`src/rtl/mem_stage_lsu.sv`:
```
// MEM-stage load/store unit: req/ack data-memory handshake with pipeline stall, timeout abort,
// store lane steering and load extraction. Optional misalignment trap enabled by MISALIGN_TRAP_EN.
module mem_stage_lsu #(
   parameter int ADDR_W      = 32,
   parameter int TIMEOUT_CYC = 64
) (
   input  logic              clk,
   input  logic              rst_n,
   input  logic              ex_mem_valid,
   input  logic              ex_mem_memread,
   input  logic              ex_mem_memwrite,
   input  logic [2:0]        ex_mem_funct3,
   input  logic [ADDR_W-1:0] ex_mem_addr,
   input  logic [31:0]       write_data2,
   output logic              mem_stall,
   output logic [31:0]       read_data,
   output logic              read_valid,
   output logic              bus_req,
   output logic              bus_we,
   output logic [ADDR_W-1:0] bus_addr,
   output logic [31:0]       bus_wdata,
   output logic [3:0]        bus_be,
   input  logic              bus_ack,
   input  logic [31:0]       bus_rdata,
   output logic              bus_err,
   output logic              misalign_err
);

   localparam int CNT_W = (TIMEOUT_CYC > 2) ? $clog2(TIMEOUT_CYC) : 1;

   typedef enum logic [1:0] {
      ST_IDLE = 2'b00,
      ST_REQ  = 2'b01,
      ST_DONE = 2'b10
   } state_e;

   state_e            state_q, state_d;
   logic [CNT_W-1:0]  cnt_q, cnt_d;
   logic              bus_req_q, bus_req_d;
   logic              bus_we_q, bus_we_d;
   logic [ADDR_W-1:0] bus_addr_q, bus_addr_d;
   logic [31:0]       bus_wdata_q, bus_wdata_d;
   logic [3:0]        bus_be_q, bus_be_d;
   logic [2:0]        f3_q, f3_d;
   logic [1:0]        alo_q, alo_d;
   logic [31:0]       read_data_q, read_data_d;
   logic              read_valid_q, read_valid_d;
   logic              bus_err_q, bus_err_d;
   logic              misalign_err_q, misalign_err_d;
   logic              access_s;
   logic              trap_s;

   // Access size comes from funct3[1:0]: 00 byte, 01 half, anything else word.
   function automatic logic [3:0] store_be(input logic [1:0] sz, input logic [1:0] a);
      case (sz)
         2'b00:   store_be = 4'b0001 << a;
         2'b01:   store_be = a[1] ? 4'b1100 : 4'b0011;
         default: store_be = 4'b1111;
      endcase
   endfunction

   function automatic logic [31:0] store_wdata(input logic [1:0] sz, input logic [31:0] d);
      case (sz)
         2'b00:   store_wdata = {4{d[7:0]}};
         2'b01:   store_wdata = {2{d[15:0]}};
         default: store_wdata = d;
      endcase
   endfunction

   function automatic logic [31:0] load_extract(input logic [2:0] f3, input logic [1:0] a,
                                                input logic [31:0] w);
      logic [31:0] sh;
      logic [7:0]  b;
      logic [15:0] h;
      sh = w >> {a, 3'b000};
      b  = sh[7:0];
      h  = a[1] ? w[31:16] : w[15:0];
      case (f3)
         3'b000:  load_extract = {{24{b[7]}}, b};
         3'b100:  load_extract = {24'd0, b};
         3'b001:  load_extract = {{16{h[15]}}, h};
         3'b101:  load_extract = {16'd0, h};
         default: load_extract = w;
      endcase
   endfunction

`ifdef MISALIGN_TRAP_EN
   function automatic logic is_misaligned(input logic [1:0] sz, input logic [1:0] a);
      case (sz)
         2'b00:   is_misaligned = 1'b0;
         2'b01:   is_misaligned = a[0];
         default: is_misaligned = (a != 2'b00);
      endcase
   endfunction

   assign trap_s = is_misaligned(ex_mem_funct3[1:0], ex_mem_addr[1:0]);
`else
   assign trap_s = 1'b0;
`endif

   assign access_s = ex_mem_valid & (ex_mem_memread | ex_mem_memwrite);

   // Next-state, latched bus request and DONE-cycle result generation.
   always_comb begin
      state_d        = state_q;
      cnt_d          = cnt_q;
      bus_req_d      = bus_req_q;
      bus_we_d       = bus_we_q;
      bus_addr_d     = bus_addr_q;
      bus_wdata_d    = bus_wdata_q;
      bus_be_d       = bus_be_q;
      f3_d           = f3_q;
      alo_d          = alo_q;
      read_data_d    = 32'd0;
      read_valid_d   = 1'b0;
      bus_err_d      = 1'b0;
      misalign_err_d = 1'b0;
      case (state_q)
         ST_IDLE: begin
            if (access_s) begin
               bus_we_d    = ex_mem_memwrite;
               bus_addr_d  = {ex_mem_addr[ADDR_W-1:2], 2'b00};
               f3_d        = ex_mem_funct3;
               alo_d       = ex_mem_addr[1:0];
               bus_be_d    = ex_mem_memwrite ? store_be(ex_mem_funct3[1:0], ex_mem_addr[1:0])
                                             : 4'b1111;
               bus_wdata_d = ex_mem_memwrite ? store_wdata(ex_mem_funct3[1:0], write_data2)
                                             : 32'd0;
               cnt_d       = {CNT_W{1'b0}};
               if (trap_s) begin
                  state_d        = ST_DONE;
                  misalign_err_d = 1'b1;
               end else begin
                  state_d   = ST_REQ;
                  bus_req_d = 1'b1;
               end
            end else begin
               state_d = ST_IDLE;
            end
         end
         ST_REQ: begin
            if (bus_ack) begin
               state_d      = ST_DONE;
               bus_req_d    = 1'b0;
               read_valid_d = ~bus_we_q;
               read_data_d  = bus_we_q ? 32'd0 : load_extract(f3_q, alo_q, bus_rdata);
            end else if (cnt_q == CNT_W'(TIMEOUT_CYC - 1)) begin
               state_d   = ST_DONE;
               bus_req_d = 1'b0;
               bus_err_d = 1'b1;
            end else begin
               cnt_d = cnt_q + {{(CNT_W-1){1'b0}}, 1'b1};
            end
         end
         ST_DONE: begin
            state_d = ST_IDLE;
            cnt_d   = {CNT_W{1'b0}};
         end
         default: begin
            state_d   = ST_IDLE;
            bus_req_d = 1'b0;
            cnt_d     = {CNT_W{1'b0}};
         end
      endcase
   end

   // State and registered-output update; async reset drops bus_req immediately.
   always_ff @(posedge clk or negedge rst_n) begin
      if (!rst_n) begin
         state_q        <= ST_IDLE;
         cnt_q          <= {CNT_W{1'b0}};
         bus_req_q      <= 1'b0;
         bus_we_q       <= 1'b0;
         bus_addr_q     <= {ADDR_W{1'b0}};
         bus_wdata_q    <= 32'd0;
         bus_be_q       <= 4'b0000;
         f3_q           <= 3'b000;
         alo_q          <= 2'b00;
         read_data_q    <= 32'd0;
         read_valid_q   <= 1'b0;
         bus_err_q      <= 1'b0;
         misalign_err_q <= 1'b0;
      end else begin
         state_q        <= state_d;
         cnt_q          <= cnt_d;
         bus_req_q      <= bus_req_d;
         bus_we_q       <= bus_we_d;
         bus_addr_q     <= bus_addr_d;
         bus_wdata_q    <= bus_wdata_d;
         bus_be_q       <= bus_be_d;
         f3_q           <= f3_d;
         alo_q          <= alo_d;
         read_data_q    <= read_data_d;
         read_valid_q   <= read_valid_d;
         bus_err_q      <= bus_err_d;
         misalign_err_q <= misalign_err_d;
      end
   end

   // Stall covers the IDLE cycle an access is seen plus every REQ cycle; forced low in reset.
   assign mem_stall    = rst_n & (((state_q == ST_IDLE) & access_s) | (state_q == ST_REQ));
   assign bus_req      = bus_req_q;
   assign bus_we       = bus_we_q;
   assign bus_addr     = bus_addr_q;
   assign bus_wdata    = bus_wdata_q;
   assign bus_be       = bus_be_q;
   assign read_data    = read_data_q;
   assign read_valid   = read_valid_q;
   assign bus_err      = bus_err_q;
   assign misalign_err = misalign_err_q;

endmodule
```
`config.mk`:
```
export PLATFORM = sky130hd
export DESIGN_NAME = mem_stage_lsu
export DESIGN_NICKNAME = d
export VERILOG_FILES = /design/src/rtl/mem_stage_lsu.sv
export SDC_FILE = /design/constraint.sdc
export NUM_CORES = 1
export LEC_CHECK = 0
export ABC_AREA = 1
export CAP_MARGIN = 20
export CORE_MARGIN = 8
export CORE_UTILIZATION = 40
export CTS_CLUSTER_DIAMETER = 150
export DETAILED_ROUTE_END_ITERATION = 8
export GPL_TIMING_DRIVEN = 0
export PLACE_DENSITY = 0.72
export SYNTH_ARGS = -nofsm -noshare
export SYNTH_HDL_FRONTEND = slang
export SYNTH_SLANG_ARGS = --single-unit
```
`constraint.sdc`:
```
create_clock -name clk -period 2 [get_ports clk]
set_input_delay 0.2 -clock clk [delete_from_list [all_inputs] [get_ports clk]]
set_output_delay 0.2 -clock clk [all_outputs]
set_load 0.005 [all_outputs]
```
After elaboration in Yosys (flattened, before gate mapping):

Index checks and enable logic that the tools add are counted.

* word-level logic and storage cells: 66
* output and inout port bits: 106
* register bits: 115

* shifts and indexed selects: 2
* muxes and demuxes: 27
* equality and inequality tests: 11
* reduce and logical (&&, ||, !) cells: 6
* add/subtract/negate cells: 1
* bitwise operators: 7

Operators with widths (number)
* 2-to-1 mux 32 bit: 4
* case mux 32 bit (4 select lines): 1
* case mux 32 bit (2 select lines): 1
* >> shifter 32 x 5 -> 8 bit: 1
* 2-to-1 mux 6 bit: 3
* 2-to-1 mux 16 bit: 1
* case mux 6 bit (2 select lines): 1
* 2-to-1 mux 1 bit: 9
* 2-to-1 mux 4 bit: 2
* case mux 4 bit (2 select lines): 1
* adder 6 x 1 -> 6 bit (second input constant): 1
* == test 3 bit (second input constant): 2
* == test 6 bit (second input constant): 1
* inequality test 2 bit (second input constant): 3
* AND reduction 3 bit: 2
* == test 2 x 1 -> 1 bit (second input constant): 2
* logical NOT 2 bit: 2
* 2-to-1 mux 2 bit: 2
* case mux 2 bit (2 select lines): 1
* left shift 1 x 2 -> 4 bit (first input constant): 1
* AND 1 bit: 3
* == test 3 x 1 -> 1 bit (second input constant): 1
* logical NOT 3 bit: 1
* inequality test 3 bit (second input constant): 1
* other kinds (5): 7

Longest topological paths before layout:

Gate-level depths: netlist of run 1.

* depth after elaboration: 5
* depth in mapped cells: 10

Worst setup path after synthesis of run 1:

Ideal clock, no wire load.

* path type: reg2reg
* start: reg alo_q[1]
* end: reg read_data_q[22] (netlist: read_data[22])
* slack: 0.664 ns
* data required time: 1.879 ns
* buffers on the path: 2
* cell stages (with the launch flop): 11
* library setup time: 0.121 ns
* arrival: 1.214 ns
* cell sequence: dfrtp_1 > buf_6 > inv_6 > nand2_2 > nand3_1 > nand2_2 > nand2_4 > nand3_2 > nand2_4 > buf_12 > nor2_4

* cells in the longest elaborated chain, start to end: 5
* elaborated cells between the ends (all ways): 6
* classes of those cells: 1 x shift; 5 x mux

RTL lines
* from (decl): line 45 `logic [1:0] alo_q, alo_d;`
* from (signal assigned): line 192 `alo_q <= alo_d;`
* >> shifter 32 x 5 -> 8 bit or 2-to-1 mux 16 bit (tied branches): line 75, 77
* case mux 32 bit (4 select lines) *: line 78 `case (f3)`
* 2-to-1 mux 32 bit *: line 146 `read_data_d = bus_we_q ? 32'd0 : load_extract(f3_q, alo_q, bus_rdata);`
* 2-to-1 mux 32 bit *: line 142 `if (bus_ack) begin`
* 2-to-1 mux 32 bit *: line 118 `case (state_q)`
* named net read_data_d[22]: line 46 `logic [31:0] read_data_q, read_data_d;`
* to (signal assigned): line 193 `read_data_q <= read_data_d;`
* to (decl): line 46

Mark *: on every way through the listed nets, which the timed path passes. The rest lies on a longest branch.
A chain may end at the register's enable or synchronous reset.

Worst setup path in the final report of run 1:

* start: reg state_q[1]
* end: out mem_stall

* cells in the longest elaborated chain, start to end: 4
* elaborated cells between the ends (all ways): 5
* classes of those cells: 1 x eq/ne; 3 x bitwise; 1 x reduce/logical

RTL lines
* from (decl): line 37 `state_e state_q, state_d;`
* from (signal assigned): line 184 `state_q <= state_d;`
* logical NOT 2 bit: line 201 `assign mem_stall = rst_n & (((state_q == ST_IDLE) & access_s) | (state_q == ST_REQ));`
* AND 1 bit: line 201
* OR 1 bit *: line 201
* AND 1 bit *: line 201
* to (decl): line 15 `output logic mem_stall,`

Mark *: on every way between the ends. The rest lies on a longest branch, timed or not.

==> impl_metrics.json, run 1 <==
{
  "status": "finished, final reports clean",
  "r2r-start": "f3_q[1]$_DFFE_PN0N_",
  "timing.hold.worst_endpoint": "bus_addr[13]$_DFFE_PN0N_",
  "crit_path_end_kind": "output pin",
  "rr_endpoint": "read_data[6]$_DFF_PN0_",
  "wire_length_of_the_first_global_routing_pass_mm": 26.8,
  "timing.reg2reg.worst_path_depth": 5,
  "avgSynthCellArea_um2": 8.63,
  "overflow": 0,
  "cp_cell_sequence": "nor2_2 > o211ai_4 > buf_4 > a21boi_0 > dlygate4sd2_1",
  "finalSetupViolCount": 0,
  "post_drt_via_cell_ratio": 4.91,
  "vdd_ir_drop_max_mv": 0.554,
  "seqPwrFrac_pct": 34.3,
  "most_area_hungry_cell_type_in_the_yosys_netlist": "dfrtp_1",
  "tritoncts": "done",
  "postLayoutSetupSlackWorst_ns": 0.127,
  "post_synth_arst_share_pct": 100,
  "worstPathMaxFanout": 10,
  "grt_pass1_vias": 5199,
  "ys_warn_count": 0,
  "max_slew_margin_pct": 63.3,
  "synth_cell_types": 36,
  "post-synth-top-count-cell": "nand2_1",
  "final-max-slew-violation-count": 0,
  "die_area_mm2": 0.0169,
  "initial_utilization_pct": 41.1,
  "netlist_area_mm2": 0.00521,
  "synth_largest_type_area_fraction_pct": 55.2,
  "postSynthRegisterBits": 115,
  "synth.area.top_cells": "dfrtp_1, nand2_1, nor2_1",
  "route.detailed.drc": 0,
  "drv.max_cap_violation_count": 0,
  "clock-skew-final_ns": 0.0112,
  "power.leakage_nw": 3.85,
  "timing.fmax_mhz": 534,
  "avgRoutedWirePerCell_um": 16.9,
  "final_nets": 943,
  "clk_latency_ns": 0.41,
  "cts_root_buf": "clkbuf_16",
  "number_of_instances_on_the_worst_hold_path": 3,
  "drt_pass1_iterations": 6,
  "io_pins": 211,
  "grt_start_max_net_pins": 89,
  "gp_routability_congestion": 0.961,
  "cp.arrival_ns": 1.67,
  "dpl.hpwl_mm": 13.1,
  "final-hold-violation-count": 0,
  "finalCoreUtilization_pct": 64.8,
  "worst_path_max_delay_cell": "dfrtp_1",
  "critical_path_required_ns": 1.80,
  "antenna_left": 0,
  "power.density_mw_per_mm2": 1120,
  "synth-seq-area-share_pct": 55.2,
  "antennaDiodeCount": 0,
  "critPathLaunchType": "flip-flop",
  "clk_pin_slew_worst_paths_ns": 0.05,
  "1st_iter_drt_viols": 377,
  "pwr-share-comb_pct": 31.4,
  "dieHeight_um": 130,
  "clkPwrFrac_pct": 34.3,
  "clock_sinks": 115,
  "finalCritPeriodShare_pct": 93.7,
  "numPortBuffers": 207,
  "core_area_mm2": 0.0127,
  "setup_repair_after_global_routing_missed_its_margin": "no",
  "die-width_um": 130,
  "number_of_levels_in_the_clock_h_tree": 4,
  "wl_mm": 17.2,
  "holdCritStartpoint": "ex_mem_addr[13]",
  "synth.cells.most_frequent": "nand2_1, dfrtp_1, nor2_1",
  "power.internal_w": 0.00648,
  "critPathKind": "reg2out",
  "final_layout_size_suffix_gt1_share_pct": 10.0,
  "flow.area_growth_from_synthesis_pct": 57.7,
  "p_sw_share_pct": 29.8,
  "ys_dominant_reg_cell": "dfrtp_1",
  "cpPeakStageDelay_ns": 0.42,
  "holdCritPathClass": "in2reg",
  "synthesis.instances": 604,
  "place_worst_setup_slack_ns": -0.0718,
  "gr-usage-all-layers_pct": 20.7,
  "r2r_slack_ns": 0.41,
  "synth-edff-count": 0,
  "tritoncts.num_buffers": 17,
  "timing.final.crit_period_ns": 1.87,
  "rows": 41,
  "clock_path_buffers": 2,
  "timing_worst_slew_pin_value_ns": 0.551,
  "vias": 5022,
  "grt_antenna_before_repair": 0,
  "switching_power_w": 0.00275
}
-- critical path: cells and delay by family (launching register included) --
family                 cells  cell delay, ns
buffers and inverters      2            0.46
DFF                        1            0.42
AOI/OAI and AO/OA          2            0.23
and+or+nand+nor            1            0.16
-- power groups by stage --
| stage | combinational, W | clock [W] | sequential, W |
|---|---|---|---|
| 6_report | 0.00290 | 0.00317 | 0.00316 |
| 4_1_cts | 0.00292 | 0.00322 | 0.00316 |
| 3_5_place_dp | 0.00289 | 0 | 0.00319 |
| 2_1_floorplan | 0.00121 | 0 | 0.00320 |
| 3_3_place_gp | 0.00282 | 0 | 0.00318 |
| 5_1_grt | 0.00318 | 0.00334 | 0.00323 |
-- cell type report --
cell class / instances / area (µm²)
Fill cell: 1066 / 4460
Sequential cell: 115 / 2880
Timing Repair Buffer: 212 / 2160
Multi-Input combinational cell: 430 / 2020
Clock buffer: 22 / 464
Tap cell: 172 / 215
Buffer: 30 / 194
Clock inverter: 10 / 155
Inverter: 31 / 121
-- flip-flops by register name, indices dropped and copies added, names as in the netlist, 2 cells and up --
| name | cells |
|---|---|
| bus_addr | 30 |
| f3_q | 3 |
| state_q | 2 |
| cnt_q | 6 |
| bus_wdata | 32 |
| alo_q | 2 |
| read_data | 32 |
| bus_be | 4 |
-- cells by family (layout without fill, tap and decap cells) --
kind of cell | Yosys count | in the layout | share of synthesized area [%]
AO/OA/AOI/OAI | 110 | 110 | 11.8
adder cells (fa/ha/maj) | 1 | 1 | 0.240
buffers and inverters | 61 | 305 | 6.05
flip-flops | 115 | 115 | 55.2
other | 1 | 3 | 0.0720
AND/OR/NAND/NOR | 316 | 316 | 26.6
-- worst max-delay path by stage --
stage | start | end | cells past startpoint
after floorplan | alo_q[1]$_DFFE_PN0N_ | read_data[22]$_DFF_PN0_ | 10
after global placement | rst_n | bus_wdata[9]$_DFFE_PN0N_ | 1
after detailed placement | ex_mem_memwrite | mem_stall | 5
after CTS | rst_n | mem_stall | 5
after global routing | state_q[1]$_DFFE_PN0P_ | mem_stall | 5
final | state_q[1]$_DFFE_PN0P_ | mem_stall | 5
-- per-layer routing --
layer  track usage [%]  wire length [µm]  vias up  share of wire (%)
met3              9.30              2080       33                 12
li1                  -                 -     2395                  -
met5                 0                 0        -                  0
met2              34.7              8350      263                 48
met4              6.42               299        0                1.7
met1              23.2              6510     2331                 38
-- placed cells by master (no fill, tap or decap), types with 3 or more instances in the layout --
cell	Yosys	routed
a21oi_1	28	28
a2bb2oi_1	3	3
buf_1	3	3
buf_2	7	7
buf_4	7	8
buf_6	4	5
bufinv_16	0	4
clkbuf_1	8	11
clkbuf_16	0	18
clkdlybuf4s50_1	0	205
clkinv_2	0	4
conb_1	1	3
dfrtp_1	115	115
inv_1	27	27
inv_2	3	3
nand2_1	192	192
nand2_2	4	4
nand2_4	3	3
nand3_1	12	12
nand3_2	3	3
nor2_1	80	80
nor2_4	11	11
o211ai_1	7	7
o21ai_0	43	43
o21ai_1	21	21
-- per-stage QoR --
stage	hold slack [ns]	std cells	TNS, ns	area, µm²	total power, W
global route	0.318	1022	0	8210	0.00975
finish	0.324	1022	0	8210	0.00923
detailed placement	0.0803	986	-0.0718	7530	0.00608
global placement	0.461	985	-419.23	7500	0.00600
CTS	0.289	1021	0	8190	0.00930
floorplan	-0.0956	606	0	5220	0.00440
-- what timing repair did --
item / CTS / global route
setup buffers: 1 / 0
endpoints found under the setup margin: 1 / 1
hold buffers: 2 / 0
hold endpoints to repair: 28 / 0
gates cloned: 0 / 1
pin swaps: 1 / 0
gates resized for setup: 1 / 0
(Power assumes the default switching activity.)
==> run 2: changes to the inputs <==
CORE_MARGIN = 3   (was 8)
==> impl_metrics.json, run 2 (synthesized netlist as in run 1, its figures left out) <==
{
  "cts_root_buf": "clkbuf_16",
  "layout.cells.most_common": "clkdlybuf4s50_1",
  "antenna_left": 0,
  "timing_worst_slew_pin_value_ns": 0.877,
  "tritoncts": "done",
  "switching_power_w": 0.00277,
  "clock-skew-final_ns": 0.0108,
  "route.detailed.drc": 0,
  "p_sw_share_pct": 29.3,
  "holdCritPathClass": "in2reg",
  "dp.cells": 986,
  "timing.final.crit_period_ns": 1.86,
  "postLayoutSetupSlackWorst_ns": 0.144,
  "setup_repair_after_global_routing_missed_its_margin": "no",
  "finalSetupViolCount": 0,
  "final_nets": 945,
  "io_pins": 211,
  "rows": 41,
  "seqPwrFrac_pct": 33.7,
  "core_area_mm2": 0.0127,
  "grt_antenna_before_repair": 0,
  "clock_path_buffers": 2,
  "number_of_levels_in_the_clock_h_tree": 4,
  "flow.area_growth_from_synthesis_pct": 58.7,
  "cp.arrival_ns": 1.66,
  "max_slew_margin_pct": 41.4,
  "clk_pin_slew_worst_paths_ns": 0.05,
  "number_of_instances_on_the_worst_hold_path": 3,
  "clock_sinks": 115,
  "critical_path_required_ns": 1.80,
  "instances_no_fill": 1023,
  "critPathKind": "reg2out",
  "die-width_um": 120,
  "dieHeight_um": 120,
  "power.leakage_nw": 3.87,
  "grt_start_max_net_pins": 97,
  "final_layout_size_suffix_gt1_share_pct": 10.1,
  "final-max-slew-violation-count": 0,
  "commonest_cells_after_routing_fill_and_taps_aside": "clkdlybuf4s50_1, nand2_1, dfrtp_1",
  "wl_mm": 16.6,
  "finalCritPeriodShare_pct": 92.8,
  "wire_length_of_the_first_global_routing_pass_mm": 26.3,
  "dpl.hpwl_mm": 12.1,
  "place_worst_setup_slack_ns": -0.0777,
  "1st_iter_drt_viols": 344,
  "numPortBuffers": 207,
  "power.density_mw_per_mm2": 1140,
  "vdd_ir_drop_max_mv": 0.489,
  "tritoncts.num_buffers": 17,
  "critPathLaunchType": "flip-flop",
  "gp_routability_congestion": 0.885,
  "clkPwrFrac_pct": 35.9,
  "finalCoreUtilization_pct": 65.2,
  "pwr-share-comb_pct": 30.4,
  "initial_utilization_pct": 41.1,
  "avgRoutedWirePerCell_um": 16.2,
  "timing.reg2reg.worst_path_depth": 6,
  "final-hold-violation-count": 0,
  "gr-usage-all-layers_pct": 23.2,
  "drv.max_cap_violation_count": 0,
  "clk_latency_ns": 0.41,
  "antennaDiodeCount": 0,
  "power.internal_w": 0.00667,
  "die_area_mm2": 0.0144,
  "worstPathMaxFanout": 10,
  "timing.fmax_mhz": 539,
  "grt_pass1_vias": 5199,
  "overflow": 0,
  "post_drt_via_cell_ratio": 4.90,
  "vias": 5010,
  "drt_pass1_iterations": 4,
  "crit_path_end_kind": "output pin",
  "status": "finished, final reports clean"
}
[run 2: critical path, cell delays in order (launching register included)]
cell and delay [ns]:
dfrtp_1 0.44, nor2_4 0.14, o211ai_4 0.08, buf_4 0.18, a21boi_0 0.15, dlygate4sd2_1 0.27
[run 2: layout make-up]
class / instances / area [µm²]
fillers: 1065 / 4400
flip-flops and latches: 115 / 2880
repair buffers: 214 / 2170
multi-input cells: 430 / 2030
clock buffers: 22 / 484
well taps: 172 / 215
plain buffers: 30 / 194
clock inverters: 9 / 175
inverters: 31 / 121
[run 2: power by group through the flow]
| stage | combinational (W) | clock [W] | sequential (W) |
|---|---|---|---|
| after detailed placement | 0.00285 | 0 | 0.00320 |
| after global placement | 0.00279 | 0 | 0.00319 |
| after floorplan | 0.00121 | 0 | 0.00320 |
| after global routing | 0.00316 | 0.00351 | 0.00324 |
| after CTS | 0.00289 | 0.00343 | 0.00318 |
| final | 0.00287 | 0.00339 | 0.00318 |
[run 2: final timing paths]
check / startpoint / end / slack (ns)
worst max-delay path: state_q[1]$_DFFE_PN0P_ / mem_stall / 0.14
worst min-delay path: ex_mem_addr[11] / bus_addr[11]$_DFFE_PN0N_ / 0.32
worst max register to register: state_q[1]$_DFFE_PN0P_ / bus_wdata[30]$_DFFE_PN0N_ / 0.45
worst min register to register: bus_req$_DFFE_PN0P_ / bus_req$_DFFE_PN0P_ / 0.48
min in group asynchronous: rst_n / alo_q[1]$_DFFE_PN0N_ / 0.35
max in group asynchronous: rst_n / bus_addr[17]$_DFFE_PN0N_ / 0.39
[run 2: timing repair]
item / in CTS / in global routing
hold endpoints to repair: 21 / 0
pin swaps: 1 / 0
endpoints found under the setup margin: 1 / 1
hold buffers: 3 / 0
gates resized for setup: 1 / 1
buffers inserted: 2 / 0
cloned: 0 / 1
[run 2: stage by stage]
| stage | power, W | hold WS, ns | cell area, µm² | setup TNS [ns] |
|---|---|---|---|---|
| 2_1_floorplan | 0.00440 | -0.0956 | 5220 | 0 |
| 3_3_place_gp | 0.00598 | 0.458 | 7500 | -422.72 |
| 3_5_place_dp | 0.00605 | 0.0542 | 7530 | -0.0777 |
| 4_1_cts | 0.00950 | 0.306 | 8240 | 0 |
| 5_1_grt | 0.00991 | 0.332 | 8270 | 0 |
| 6_report | 0.00944 | 0.322 | 8270 | 0 |
[run 2: layer usage]
layer / vias up / GRT usage (%) / wire [µm]
li1: 2399 / - / -
met1: 2378 / 28.9 / 6770
met2: 208 / 37.3 / 8010
met3: 25 / 8.81 / 1510
met4: 0 / 7.23 / 284
met5: - / 0 / 0
